$ cat src/rtl/hex_scan_pkg.sv
// hex_scan_pkg: shared segment table, blank pattern and load FSM states for hex_scan_ctrl.
package hex_scan_pkg;
    localparam logic [6:0] SEG_BLANK = 7'h7F;
    localparam logic [6:0] SEG_TABLE [16] = '{
        7'b0000001, 7'b1001111, 7'b0010010, 7'b0000110,
        7'b1001100, 7'b0100100, 7'b0100000, 7'b0001111,
        7'b0000000, 7'b0000100, 7'b0001000, 7'b1100000,
        7'b0110001, 7'b1000010, 7'b0110000, 7'b0111000
    };
    typedef enum logic {IDLE, PEND} state_t;
endpackage

$ cat src/rtl/hex_seg_lut.sv
// hex_seg_lut: nibble to active-low a..g segment pattern (bit6 = a).
module hex_seg_lut
    import hex_scan_pkg::*;
(
    input  logic [3:0] nib,
    output logic [6:0] seg
);
    assign seg = SEG_TABLE[nib];
endmodule

$ cat src/rtl/hex_scan_ctrl.sv
// hex_scan_ctrl: multiplexed hex display scanner with a frame-synchronous load handshake.
// Define HEX_SCAN_LZ_BLANK_EN to blank leading zero digits (digit 0 always shows).
module hex_scan_ctrl
    import hex_scan_pkg::*;
#(
    parameter int DIGITS      = 4,
    parameter int REFRESH_DIV = 50000,
    parameter int GUARD       = 8
) (
    input  logic                clk,
    input  logic                rst,
    input  logic                load_valid,
    input  logic [4*DIGITS-1:0] load_data,
    output logic                load_ready,
    output logic [6:0]          seg,
    output logic [DIGITS-1:0]   an,
    output logic                frame_tick
);
    localparam int DW = $clog2(REFRESH_DIV);
    localparam int IW = $clog2(DIGITS);
    localparam logic [DW-1:0] DIV_LAST  = DW'(REFRESH_DIV - 1);
    localparam logic [DW-1:0] GUARD_END = DW'(GUARD);
    localparam logic [IW-1:0] IDX_LAST  = IW'(DIGITS - 1);
    logic [DW-1:0]          div;
    logic [IW-1:0]          idx;
    logic [DIGITS-1:0][3:0] disp;
    logic [DIGITS-1:0][3:0] pend;
    state_t                 state;
    logic                   wrap;
    logic                   boundary;
    logic                   show;
    logic [DIGITS-1:0]      blank;
    logic [6:0]             lut_seg;
    assign wrap     = div == DIV_LAST;
    assign boundary = wrap && idx == IDX_LAST;
`ifdef HEX_SCAN_LZ_BLANK_EN
    logic lz_run;
    // Walk down from the top digit; a digit blanks while everything above it is zero too.
    always_comb begin
        blank  = '0;
        lz_run = 1'b1;
        for (int i = DIGITS - 1; i > 0; i--) begin
            lz_run   = lz_run && disp[i] == 4'h0;
            blank[i] = lz_run;
        end
    end
`else
    assign blank = '0;
`endif
    assign show = div >= GUARD_END && !blank[idx];
    hex_seg_lut u_lut (
        .nib (disp[idx]),
        .seg (lut_seg)
    );
    always_ff @(posedge clk) begin
        if (rst) begin
            div        <= '0;
            idx        <= '0;
            disp       <= '0;
            pend       <= '0;
            state      <= IDLE;
            load_ready <= 1'b1;
            seg        <= SEG_BLANK;
            an         <= '1;
            frame_tick <= 1'b0;
        end else begin
            div        <= wrap ? '0 : div + 1'b1;
            idx        <= wrap ? (idx == IDX_LAST ? '0 : idx + 1'b1) : idx;
            frame_tick <= boundary;
            seg        <= show ? lut_seg : SEG_BLANK;
            an         <= show ? ~(DIGITS'(1) << idx) : '1;
            if (state == IDLE && load_valid && boundary) begin
                disp <= load_data;
            end else if (state == IDLE && load_valid) begin
                pend       <= load_data;
                state      <= PEND;
                load_ready <= 1'b0;
            end else if (state == PEND && boundary) begin
                disp       <= pend;
                state      <= IDLE;
                load_ready <= 1'b1;
            end
        end
    end
endmodule

$ cat config.mk
export PLATFORM = sky130hd
export DESIGN_NAME = hex_scan_ctrl
export DESIGN_NICKNAME = d
export VERILOG_FILES = /design/src/rtl/hex_scan_pkg.sv /design/src/rtl/hex_seg_lut.sv /design/src/rtl/hex_scan_ctrl.sv
export SDC_FILE = /design/constraint.sdc
export NUM_CORES = 1
export LEC_CHECK = 0
export CAP_MARGIN = 30
export CORE_ASPECT_RATIO = 1.4
export CORE_MARGIN = 2
export CORE_UTILIZATION = 41
export CTS_BUF_LIST = sky130_fd_sc_hd__clkbuf_4
export CTS_CLUSTER_DIAMETER = 40
export CTS_CLUSTER_SIZE = 30
export DETAILED_ROUTE_END_ITERATION = 7
export DONT_BUFFER_PORTS = 1
export GPL_ROUTABILITY_DRIVEN = 0
export PLACE_DENSITY = 0.52
export SLEW_MARGIN = 20
export SYNTH_ARGS = -nofsm -noshare
export SYNTH_HDL_FRONTEND = slang
export SYNTH_SLANG_ARGS = --single-unit
$ cat constraint.sdc
create_clock -name clk -period 5 [get_ports clk]
set_clock_uncertainty 0.2 [all_clocks]
set_input_delay 0.75 -clock clk [delete_from_list [all_inputs] [get_ports clk]]
set_output_delay 0.75 -clock clk [all_outputs]
set_load 0.02 [all_outputs]
# Word level (Yosys, flattened, before mapping)

Memories as Yosys holds them, arrays and structs flattened. A register that Yosys moved wholly into a read port is not among the register bits.
Index checks and enable logic that the tools add are counted.

Register bits: 57
Word-level logic and storage cells: 53
Memories kept: 1
Input bits: 19
Bits in read-only memories: 112

Reduce and logical (&&, ||, !) cells: 13
Bitwise operators: 5
Add/subtract/negate cells: 2
Eq/ne operators: 3
Order comparisons: 2
Muxes and demuxes: 12
Shifts and indexed selects: 1

Memories:

| memory          | depth | bits a word | read ports | clocked after Yosys merged registers in | wr ports | line             | source |
|---|---|---|---|---|---|---|---|
| (no name shown) | 16    | 7           | 1          | 1                                       | 0        | hex_seg_lut.sv:8 | `assign seg = SEG_TABLE[nib];` |

Operators by type and width:

| kind                                                               | number |
|---|---|
| 2-to-1 mux 16 bit                                                  | 3 |
| adder 16 x 1 -> 16 bit, second input constant                      | 1 |
| == test 16 bit, second input constant                              | 1 |
| greater-or-equal comparator 16 x 4 -> 1 bit, second input constant | 1 |
| binary-select mux 4 bit (select 2 bit)                             | 1 |
| AND reduction 2 bit                                                | 3 |
| logical AND 1 bit                                                  | 5 |
| 2-to-1 mux 1 bit                                                   | 5 |
| inverter 4 -> 5 bit                                                | 1 |
| 2-to-1 mux 4 bit                                                   | 1 |
| inverter 4 bit                                                     | 1 |
| nonzero test 2 bit                                                 | 2 |
| OR reduction 2 bit                                                 | 2 |
| left shift 1 x 2 -> 4 bit, first input constant                    | 1 |
| < comparator 2 x 3 -> 1 bit, second input constant                 | 1 |
| inverter 1 bit                                                     | 3 |
| adder 2 x 1 -> 2 bit, second input constant                        | 1 |
| binary-select mux 1 bit (select 2 bit)                             | 1 |
| == test 2 bit, second input constant                               | 1 |
| 2-to-1 mux 2 bit                                                   | 1 |
| != test 2 x 1 -> 1 bit, second input constant                      | 1 |
| logical NOT 1 bit                                                  | 1 |

# Depth between registers and ports, before layout

Gate-level depths: netlist of run 1.

Depth in word-level cells: 6
Mapped depth: 8
Gate-level depth less buffers: 7

# Hierarchy

A second synthesis of run 1 with hierarchy kept.

Cells, all modules: 370
Area total of the unflattened synthesis: 3,075.4 um^2

Modules (own cells, without submodules):

| module        | area an instance (um^2) | times used | cells each |
|---|---|---|---|
| hex_scan_ctrl | 2,812.7                 | 1          | 339 |
| hex_seg_lut   | 262.8                   | 1          | 31 |

# Worst setup path after synthesis of run 1

Ideal clock, no wire load.

Path kind: reg2reg
Start: reg div[0]
End: reg pend[0] (netlist name)
Arrival time: 1.844 ns
Required time: 4.672 ns
Library setup time: 0.128 ns
Path slack: 2.828 ns
Stages on the path, launching flop included: 9
Cell sequence: dfxtp_1 ha_1 and3_4 nand4_4 o311ai_0 buf_4 buf_8 mux2i_1 nor2_1

Cells in the longest elaborated chain, start to end: 5

RTL lines:

| item                          | line                | source |
|---|---|---|
| from (decl)                   | hex_scan_ctrl.sv:24 | `logic [DW-1:0] div;` |
| from (signal assigned)        | hex_scan_ctrl.sv:67 | `div <= wrap ? '0 : div + 1'b1;` |
| == test 16 bit                | hex_scan_ctrl.sv:34 | `assign wrap = div == DIV_LAST;` |
| logical AND 1 bit             | hex_scan_ctrl.sv:35 | `assign boundary = wrap && idx == IDX_LAST;` |
| logical AND 1 bit             | hex_scan_ctrl.sv:72 | `if (state == IDLE && load_valid && boundary) begin` |
| inverter 1 bit (no line)      | n/a                 |  |
| AND reduction 2 bit (no line) | n/a                 |  |
| to (signal assigned)          | hex_scan_ctrl.sv:75 | `pend <= load_data;` |
| to (decl)                     | hex_scan_ctrl.sv:27 | `logic [DIGITS-1:0][3:0] pend;` |

Every way passes these cells.
A chain may end at the register's enable or synchronous reset.

# Final worst setup path of run 1

Start: reg div[0]
End: reg disp[4] (netlist name)

Cells in the longest elaborated chain, start to end: 5
Elaborated cells between the ends (all ways): 8

RTL lines:

| item                                                                   | line                                     | source |
|---|---|---|
| == test 16 bit *                                                       | hex_scan_ctrl.sv:34                      |  |
| logical AND 1 bit *                                                    | hex_scan_ctrl.sv:35                      |  |
| logical AND 1 bit, on equally long branches                            | hex_scan_ctrl.sv:72, hex_scan_ctrl.sv:78 |  |
| != test 2 x 1 -> 1 bit (no line) or nonzero test 2 bit (tied branches) | n/a                                      |  |
| AND reduction 2 bit (no line)                                          | n/a                                      |  |
| to (signal assigned)                                                   | hex_scan_ctrl.sv:73                      | `disp <= load_data;` |
| to (signal assigned)                                                   | hex_scan_ctrl.sv:79                      | `disp <= pend;` |
| to (decl)                                                              | hex_scan_ctrl.sv:26                      | `logic [DIGITS-1:0][3:0] disp;` |

Mark *: on every way between the ends. The rest lies on a longest branch, timed or not.

==> results.cfg, run 1 <==
[power_and_ir_drop]
power.share.clock_pct = 33.9
p_leak_nw = 1.26
power_switching_mw = 0.216
pwr_density_cell_mw_per_mm2 = 279
p_int_mw = 0.661
pwr-share-seq_pct = 60.7
switching_share_pct = 24.6
ir_drop_v = 0.000138
p_comb_share_pct = 5.3

[clock_network]
cts_tree = built
cts_resized = 0
post_cts_buffers = 0
cts.sinks = 64
clk_latency_ns = 0.41
cts_max_path_buffers = 2
cts.htree.levels = 3
cts-root-buf = clkbuf_4
cts.clk_slew.worst_paths_ns = 0.10
cts_buffers = 9
cts_hold_buf = 0

[sta]
worst_pin_slew_ns = 0.854
slew_viol_final = 0
min_period_ns = 2.57
setup_violations = 0
period_share_pct = 51.4
hold_viol_final = 0
max_freq_ghz = 0.389
rsz0062_at_grt = false
slew_headroom_pct = 43.0
holdWs_ns = 0.198
fin_tns_setup_ns = 0

[route]
via_count = 2216
wire_per_inst_um = 14.8
drc = 0
vias_per_cell = 5.15
drt_first_pass_iters = 5
routed_wl_um = 6360
ant_nets = 0
first_iter_violations = 108

[job]
cap_violations = 0

[floorplan]
core_area_mm2 = 0.00727
fp.dieH_um = 106
io_pins = 32
num_rows = 37
dieWidth_um = 76.7
start_util_pct = 41.8
dieArea_mm2 = 0.00812

[global_route]
gr-usage-all-layers_pct = 16.7
grt_pass1_vias = 2150
antenna_found_initial = 0
gr-total-overflow = 0
grt_max_degree = 41
grt_pass1_wl_um = 10500

[synth]
synth_edf_count = 0
synthFlopType = dfxtp_1
synth.top_cell.area_share_pct = 42.2
async_reset_ff_share_pct = 0
syn-num-nets = 365
synthCells = 334
ys_warn_count = 0
yosysTopAreaCell = dfxtp_1
yosysMostFrequentCell = dfxtp_1
yosys_register_bits = 64
synth_commonest_cells = dfxtp_1 (64), nor2_1 (58), nand2_1 (31)
synthDistinctLibCells = 40
synth.area.top_cells = dfxtp_1 (42%), mux2i_1 (7.3%), nor2_1 (7.2%), ha_1 (4.9%), a221oi_1 (4.6%)
ys_seq_area_share_pct = 42.2
syn_area_mm2 = 0.00304
synth_area_per_cell_um2 = 9.09

[placed_design]
port_buffers = 0
hpwlAfterDp_um = 4250

[worst_setup_path]
critPathKind = reg2reg
crit_chain = ha_1, and3_4, nand4_4, nor3_4, o21ai_4, a221oi_1
crit_fanout = 19
cp-start-kind = flip-flop
cp.arrival_ns = 2.69
critPathMaxStageDelay_ns = 0.66
end_kind = flip-flop
worst_path_max_delay_cell = nor3_4
worst_ep_required_time_ns = 5.12

[min_path]
min_path_type = in2reg

[cells_and_area]
fillers = 764
drive_gt1_share_pct = 9.61
antenna_cells = 0
syn_to_final_growth_pct = 3.42
finalNetCount = 360

[status]
status = finished, final reports clean
[layout make-up]
cell class / instances / area (um2) / area share (%)
Multi-Input combinational cell: 226 / 1520 / 48.3
Sequential cell: 64 / 1280 / 40.8
Tap cell: 97 / 121 / 3.86
Clock buffer: 13 / 97.6 / 3.11
Inverter: 25 / 93.8 / 2.99
Timing Repair Buffer: 3 / 22.5 / 0.717
Clock inverter: 2 / 7.51 / 0.239
[metrics by stage]
step	instances	utilization [%]	setup slack (ns)	instance area [um2]	power [mW]
floorplan	334	-	2.83	3040	0.590
global placement	413	41.6	2.36	3020	0.591
detailed placement	413	41.6	2.35	3020	0.592
CTS	428	43.0	2.32	3130	0.888
global route	430	43.2	2.17	3140	0.918
finish	430	43.2	2.43	3140	0.877
[state kept, by name, indices dropped and copies added (netlist names)]
register    cells
disp           16
div            16
pend           16
seg             7
an              4
idx             2
frame_tick      1
load_ready      1
state           1
[per-layer routing]
metal | wire length, um | GRT usage, % | up-vias
li1 | - | - | 1129
met3 | 251 | 4.88 | 8
met1 | 2680 | 18.5 | 1047
met5 | 0 | 0 | -
met2 | 3330 | 28.7 | 32
met4 | 104 | 8.44 | 0
[logic make-up (layout without fill, tap and decap cells)]
group           after synthesis  count (layout)  share of synthesized area (%)
buf+inv                      44              43                           8.12
xor+xnor                     14              14                           4.04
simple gates                118             118                           17.8
compound gates               52              52                           12.0
fa+ha+maj                    12              12                           4.94
mux                          30              30                           11.0
flops                        64              64                           42.2
[critical path, delay by kind of cell (launching register included)]
kind,cells,cell delay [ns]
AOI/OAI and AO/OA,2,0.62
DFF,1,0.40
and+or+nand+nor,3,1.03
adders and majority gates,1,0.23
[path summary, 6_finish.rpt]
path / from / cells past startpoint / slack, ns / to
worst min register to register: disp[1]$_SDFFE_PP0P_ / 2 / 0.26 / disp[1]$_SDFFE_PP0P_
worst max-delay path: div[0]$_SDFF_PP0_ / 6 / 2.43 / disp[4]$_SDFFE_PP0P_
worst max register to register: div[0]$_SDFF_PP0_ / 6 / 2.43 / disp[4]$_SDFFE_PP0P_
worst min-delay path: rst / 1 / 0.20 / idx[1]$_SDFFE_PP0P_
[layout by cell type, fill, tap and decap left out, drive strengths merged]
cell    netlist  final
nor2         58     58
o21bai        1      1
xor2          6      6
a221oi       16     16
nor4          3      3
dfxtp        64     64
nand3         8      8
mux2          6      6
o211a         1      1
xnor2         8      8
nor2b         1      1
clkbuf       12     15
a41oi         1      1
and3          7      7
o221ai        2      2
nand2        31     31
nor3          5      5
mux4          2      2
mux2i        22     22
ha           12     12
o21ai        22     22
clkinv        0      2
a21oi         5      5
nor3b         1      1
nand4         3      3
o311ai        3      3
inv          25     25
buf           6      1
o31ai         1      1
or2           1      1
[power groups by stage]
stage	logic, mW	clock network (mW)	registers [mW]
6_report	0.0469	0.297	0.533
5_1_grt	0.0534	0.330	0.535
4_1_cts	0.0473	0.308	0.533
3_5_place_dp	0.0472	0	0.544
3_3_place_gp	0.0468	0	0.544
2_1_floorplan	0.0513	0	0.539
(Power assumes the default switching activity.)
==> inputs of run 2 (changes only) <==
Clock period 5 ns to 2.69 ns, I/O delays scaled along.
==> run 2 against run 1 <==
Clock-buffer cell count fell by 3. Largest power group unchanged. Critical path depth is 1 higher. Flip-flop and latch count did not move. Global-route usage up 1.5 points. Critical path type unchanged. Largest cell class unchanged. Clock power up 110%. First-iteration DRC count fell by 1.9%.
==> results.cfg, run 2 (synthesized netlist as in run 1, its figures left out) <==
[status]
status = finished, final reports clean

[min_path]
min_path_type = in2reg
min_from = load_valid
holdPathStages = 3
whs_endpoint = disp[2]$_SDFFE_PP0P_

[worst_setup_path]
cp.buffers_inverters = 1
cp.arrival_ns = 2.40
reg2reg_depth = 7
end_kind = flip-flop
reg2reg_from = div[0]$_SDFF_PP0_
reg2reg_slack_ns = 0.41
crit_chain = ha_1, and3_4, nand4_4, o311ai_2, buf_4, mux2i_1, nor2_1
cp-start-kind = flip-flop
crit_fanout = 17
crit_family = simple AND/OR/NAND/NOR gates
critPathKind = reg2reg
rr_endpoint = pend[4]$_SDFFE_PP0P_
worst_ep_required_time_ns = 2.81
worst_path_max_delay_cell = dfxtp_1
critPathMaxStageDelay_ns = 0.40

[power_and_ir_drop]
pwr_density_cell_mw_per_mm2 = 513
ir_drop_v = 0.000275
p_leak_nw = 1.37

[route]
routed_wl_um = 6630
route.met3.wl_um = 216
routed-wl-met2_um = 3410
vias_per_cell = 5.14
via_count = 2329
first_iter_violations = 106
wire_per_inst_um = 14.6
top_layer = met4
drt_first_pass_iters = 5
met1_length_um = 2890
ant_nets = 0
drc = 0

[clock_network]
cts.clk_slew.worst_paths_ns = 0.10
cts_max_path_buffers = 2
cts_tree = built
cts_resized = 0
clk_latency_ns = 0.42
cts.htree.levels = 3
cts.sinks = 64
cts_hold_buf = 18
post_cts_buffers = 0
cts-root-buf = clkbuf_4
cts_buffers = 9

[sta]
period_share_pct = 84.8
max_freq_ghz = 0.439
slew_headroom_pct = 64.8
slew_viol_final = 0
rsz0062_at_grt = false
setup_violations = 0
min_period_ns = 2.28
worst_pin_slew_ns = 0.528
hold_viol_final = 0
fin_ws_ns = 0.410
fin_tns_setup_ns = 0

[cells_and_area]
antenna_cells = 0
final_cell_mix = dfxtp_1 (64), nor2_1 (58), nand2_1 (31), inv_1 (25), mux2i_1 (22)
drive_gt1_share_pct = 10.1
top_regs = disp x16, div x16, pend x16
finalNetCount = 382
syn_to_final_growth_pct = 11.3
final_common_cell = dfxtp_1
final_cells = 453

[global_route]
grt_pass1_vias = 2394
gr-total-overflow = 0
grt_pass1_wl_um = 11500
antenna_found_initial = 0
grt_max_degree = 39
gr-usage-all-layers_pct = 18.2

[job]
cap_violations = 0

[floorplan]
num_rows = 37
io_pins = 32
dieArea_mm2 = 0.00812
fp.dieH_um = 106
dieWidth_um = 76.7
core_area_mm2 = 0.00727
start_util_pct = 41.8

[placed_design]
dpl_worst_slack_ns = 0.450
dp_cells = 419
hpwlAfterDp_um = 4230
port_buffers = 0
==> run 2: stage by stage <==
| step | instance area, um2 | power (mW) | hold slack [ns] | utilization, % |
|---|---|---|---|---|
| 6_report | 3380 | 1.73 | 0.0153 | 46.5 |
| 5_1_grt | 3380 | 1.82 | 0.00657 | 46.5 |
| 4_1_cts | 3380 | 1.76 | 0.00369 | 46.5 |
| 3_5_place_dp | 3070 | 1.10 | 0.248 | 42.2 |
| 3_3_place_gp | 3070 | 1.10 | 0.245 | 42.2 |
| 2_1_floorplan | 3040 | 1.10 | 0.236 | - |
==> run 2: final cells by class <==
type	instances	area, um2
clock buffer	10	75.1
clock inverter	6	50.0
fill	734	3890
inverter	25	93.8
multi-input combinational	226	1520
sequential	64	1280
tap	97	121
timing repair buffer	25	243
==> run 2: how the worst max path moves through the flow <==
| stage | startpoint | end | slack (ns) | cells past startpoint |
|---|---|---|---|---|
| floorplan | div[0]$_SDFF_PP0_ | pend[0]$_SDFFE_PP0P_ | 0.52 | 8 |
| global placement | div[0]$_SDFF_PP0_ | pend[4]$_SDFFE_PP0P_ | 0.49 | 7 |
| detailed placement | idx[1]$_SDFFE_PP0P_ | seg[6]$_SDFF_PP1_ | 0.45 | 7 |
| CTS | idx[1]$_SDFFE_PP0P_ | seg[6]$_SDFF_PP1_ | 0.41 | 7 |
| global route | idx[1]$_SDFFE_PP0P_ | seg[6]$_SDFF_PP1_ | 0.17 | 7 |
| finish | div[0]$_SDFF_PP0_ | pend[4]$_SDFFE_PP0P_ | 0.41 | 7 |
==> run 2: metal layers <==
metal / global-route usage, % / vias to the layer above
met1: 21.0 / 1112
li1: - / 1176
met4: 7.92 / 0
met3: 4.88 / 11
met5: 0 / -
met2: 31.3 / 30
==> run 2: power breakdown <==
part           total, mW  internal (mW)  switching (mW)
Sequential         0.983          0.968          0.0148
Clock              0.621          0.280           0.341
Combinational      0.129         0.0583          0.0707
==> run 2: worst reg2reg max path, delay by kind of cell, from the launching register on <==
family / cells / cell delay, ns
simple gates: 3 / 0.44
compound gates: 1 / 0.28
fa+ha+maj: 1 / 0.25
mux: 1 / 0.26
buf+inv: 1 / 0.35
flops: 1 / 0.40
==> inputs of run 3 (changes only) <==
Settings changed: PLACE_DENSITY 0.52 to 0.54.
Clock period 2.69 ns to 1.9 ns, I/O delays scaled along.
==> run 3 against run 2 <==
The flow now finishes with violations (setup timing). Fmax grew 16%. Combinational power grew 95%. Setup slack lost 0.48 ns. Clock power grew 30%. Non-clock buffer count grew 46. Worst hold slack gained 0.0013 ns. Global-route usage grew 1.2 points. Clock-buffer cell count shrank 1. First-iteration DRC count grew 36%. Sequential power grew 41%. Critical path depth grew 3. Register-to-register slack lost 0.48 ns.
==> results.cfg, run 3 (synthesized netlist as in run 1, its figures left out) <==
[status]
status = finished with violations
failed_checks = setup timing

[floorplan]
dieWidth_um = 76.7
start_util_pct = 41.8
core_area_mm2 = 0.00727
io_pins = 32
fp.dieH_um = 106
dieArea_mm2 = 0.00812
num_rows = 37

[global_route]
grt_pass1_wl_um = 12300
grt_max_degree = 41
antenna_found_initial = 0
gr-usage-all-layers_pct = 19.4
gr-total-overflow = 0
grt_pass1_vias = 2635

[sta]
slew_headroom_pct = 55.6
worst_pin_slew_ns = 0.664
min_period_ns = 1.97
period_share_pct = 104
setup_violations = 28
hold_viol_final = 0
slew_viol_final = 0
fin_ws_ns = -0.0725
rsz0062_at_grt = true
max_freq_ghz = 0.507

[power_and_ir_drop]
pwr_density_cell_mw_per_mm2 = 605
p_comb_share_pct = 10.2
p_total_mw = 2.45
power_switching_mw = 0.691
p_leak_nw = 1.61
ir_drop_v = 0.000358
p_int_mw = 1.76
power.share.clock_pct = 33.0
pwr-share-seq_pct = 56.8
switching_share_pct = 28.2

[worst_setup_path]
cp.arrival_ns = 2.09
cp-start-kind = flip-flop
critPathKind = reg2reg
end_kind = flip-flop
crit_fanout = 7
worst_ep_required_time_ns = 2.01

[placed_design]
hpwlAfterDp_um = 4700
dp_cells = 456
port_buffers = 0
place_area_mm2 = 0.00351

[clock_network]
cts_buffers = 9
cts_tree = built
cts.sinks = 64
clk_latency_ns = 0.43
cts.clk_slew.worst_paths_ns = 0.11
cts-root-buf = clkbuf_4
cts.htree.levels = 3
cts_max_path_buffers = 2

[cells_and_area]
multiInputGateArea_mm2 = 0.00174
final_common_cell = dfxtp_1
drive_gt1_share_pct = 30.0
antenna_cells = 0
finalNetCount = 429
stdcell_area_mm2 = 0.00405
final_cells = 500
syn_to_final_growth_pct = 33.5
layout.area.seq_mm2 = 0.00129
fillers = 693
top_regs = disp x16, div x16, pend x16
final_cell_mix = dfxtp_1 (59), nor2_1 (56), buf_4 (41), nand2_1 (29), inv_1 (21)

[route]
vias_per_cell = 5.08
via_count = 2538
drt_first_pass_iters = 4
ant_nets = 0
routed_wl_um = 7450
drc = 0
first_iter_violations = 144
wire_per_inst_um = 14.9

[job]
cap_violations = 0

[min_path]
min_path_type = in2reg
[run 3: changes by cell type in the layout (fill, tap and decap cells not counted), sizes merged]
cell,delta
dlygate4sd3,+1
bufinv,-1
clkinvlp,+3
o21ai,+1
buf,+43
clkbuf,+1
clkinv,-1
[run 3: what timing repair did]
item,CTS,global route
endpoints found under the setup margin,40,55
endpoints found under the hold margin,64,0
hold buffers,19,0
gates resized for setup,12,23
gates cloned,2,2
buffers inserted,5,1
pin swaps,7,16
[run 3: final cells by class]
class,count,share of cell area (%)
multi-input combinational,227,43.0
sequential,64,31.9
timing repair buffer,71,16.7
tap,97,2.99
inverter,25,2.53
clock buffer,9,1.67
clock inverter,7,1.17
[run 3: worst paths after layout]
kind	start	end	slack [ns]	depth (start not counted)
min reg2reg	disp[15]$_SDFFE_PP0P_	disp[15]$_SDFFE_PP0P_	0.28	2
max reg2reg	div[1]$_SDFF_PP0_	div[4]$_SDFF_PP0_	-0.07	10
min	load_data[13]	disp[13]$_SDFFE_PP0P_	0.02	4
max	div[1]$_SDFF_PP0_	div[4]$_SDFF_PP0_	-0.07	10
[run 3: per-layer routing]
layer / GRT usage, % / up-vias / share of wire (%)
met5: 0 / - / 0
met4: 10.5 / 0 / 3.0
met3: 3.17 / 17 / 2.3
met2: 35.7 / 36 / 53
met1: 20.8 / 1208 / 42
li1: - / 1277 / -
[run 3: power by group through the flow]
stage	Clock (mW)	Combinational (mW)	Sequential [mW]
after CTS	0.829	0.244	1.39
after global placement	0	0.164	1.42
after floorplan	0	0.142	1.42
after global routing	0.884	0.277	1.40
final	0.810	0.251	1.39
after detailed placement	0	0.167	1.42
[run 3: critical path, stage by stage, from the launching register on]
cell and delay [ns]:
dfxtp_4 0.38, ha_4 0.13, and3_4 0.18, nand4_4 0.14, buf_4 0.18, buf_6 0.10, buf_4 0.14, nor2_4 0.10
or2_4 0.15, clkbuf_16 0.15, nor2_1 0.04
[run 3: per-stage QoR]
step,util [%],setup TNS [ns],hold WS (ns),worst slack [ns]
3_3_place_gp,48.3,-0.811,0.163,-0.0673
3_5_place_dp,48.3,-1.61,0.158,-0.103
6_report,55.8,-1.39,0.0166,-0.0725
5_1_grt,55.8,-4.66,0.0407,-0.166
4_1_cts,54.2,-0.680,0.00525,-0.0625
2_1_floorplan,-,-2.16,0.214,-0.116
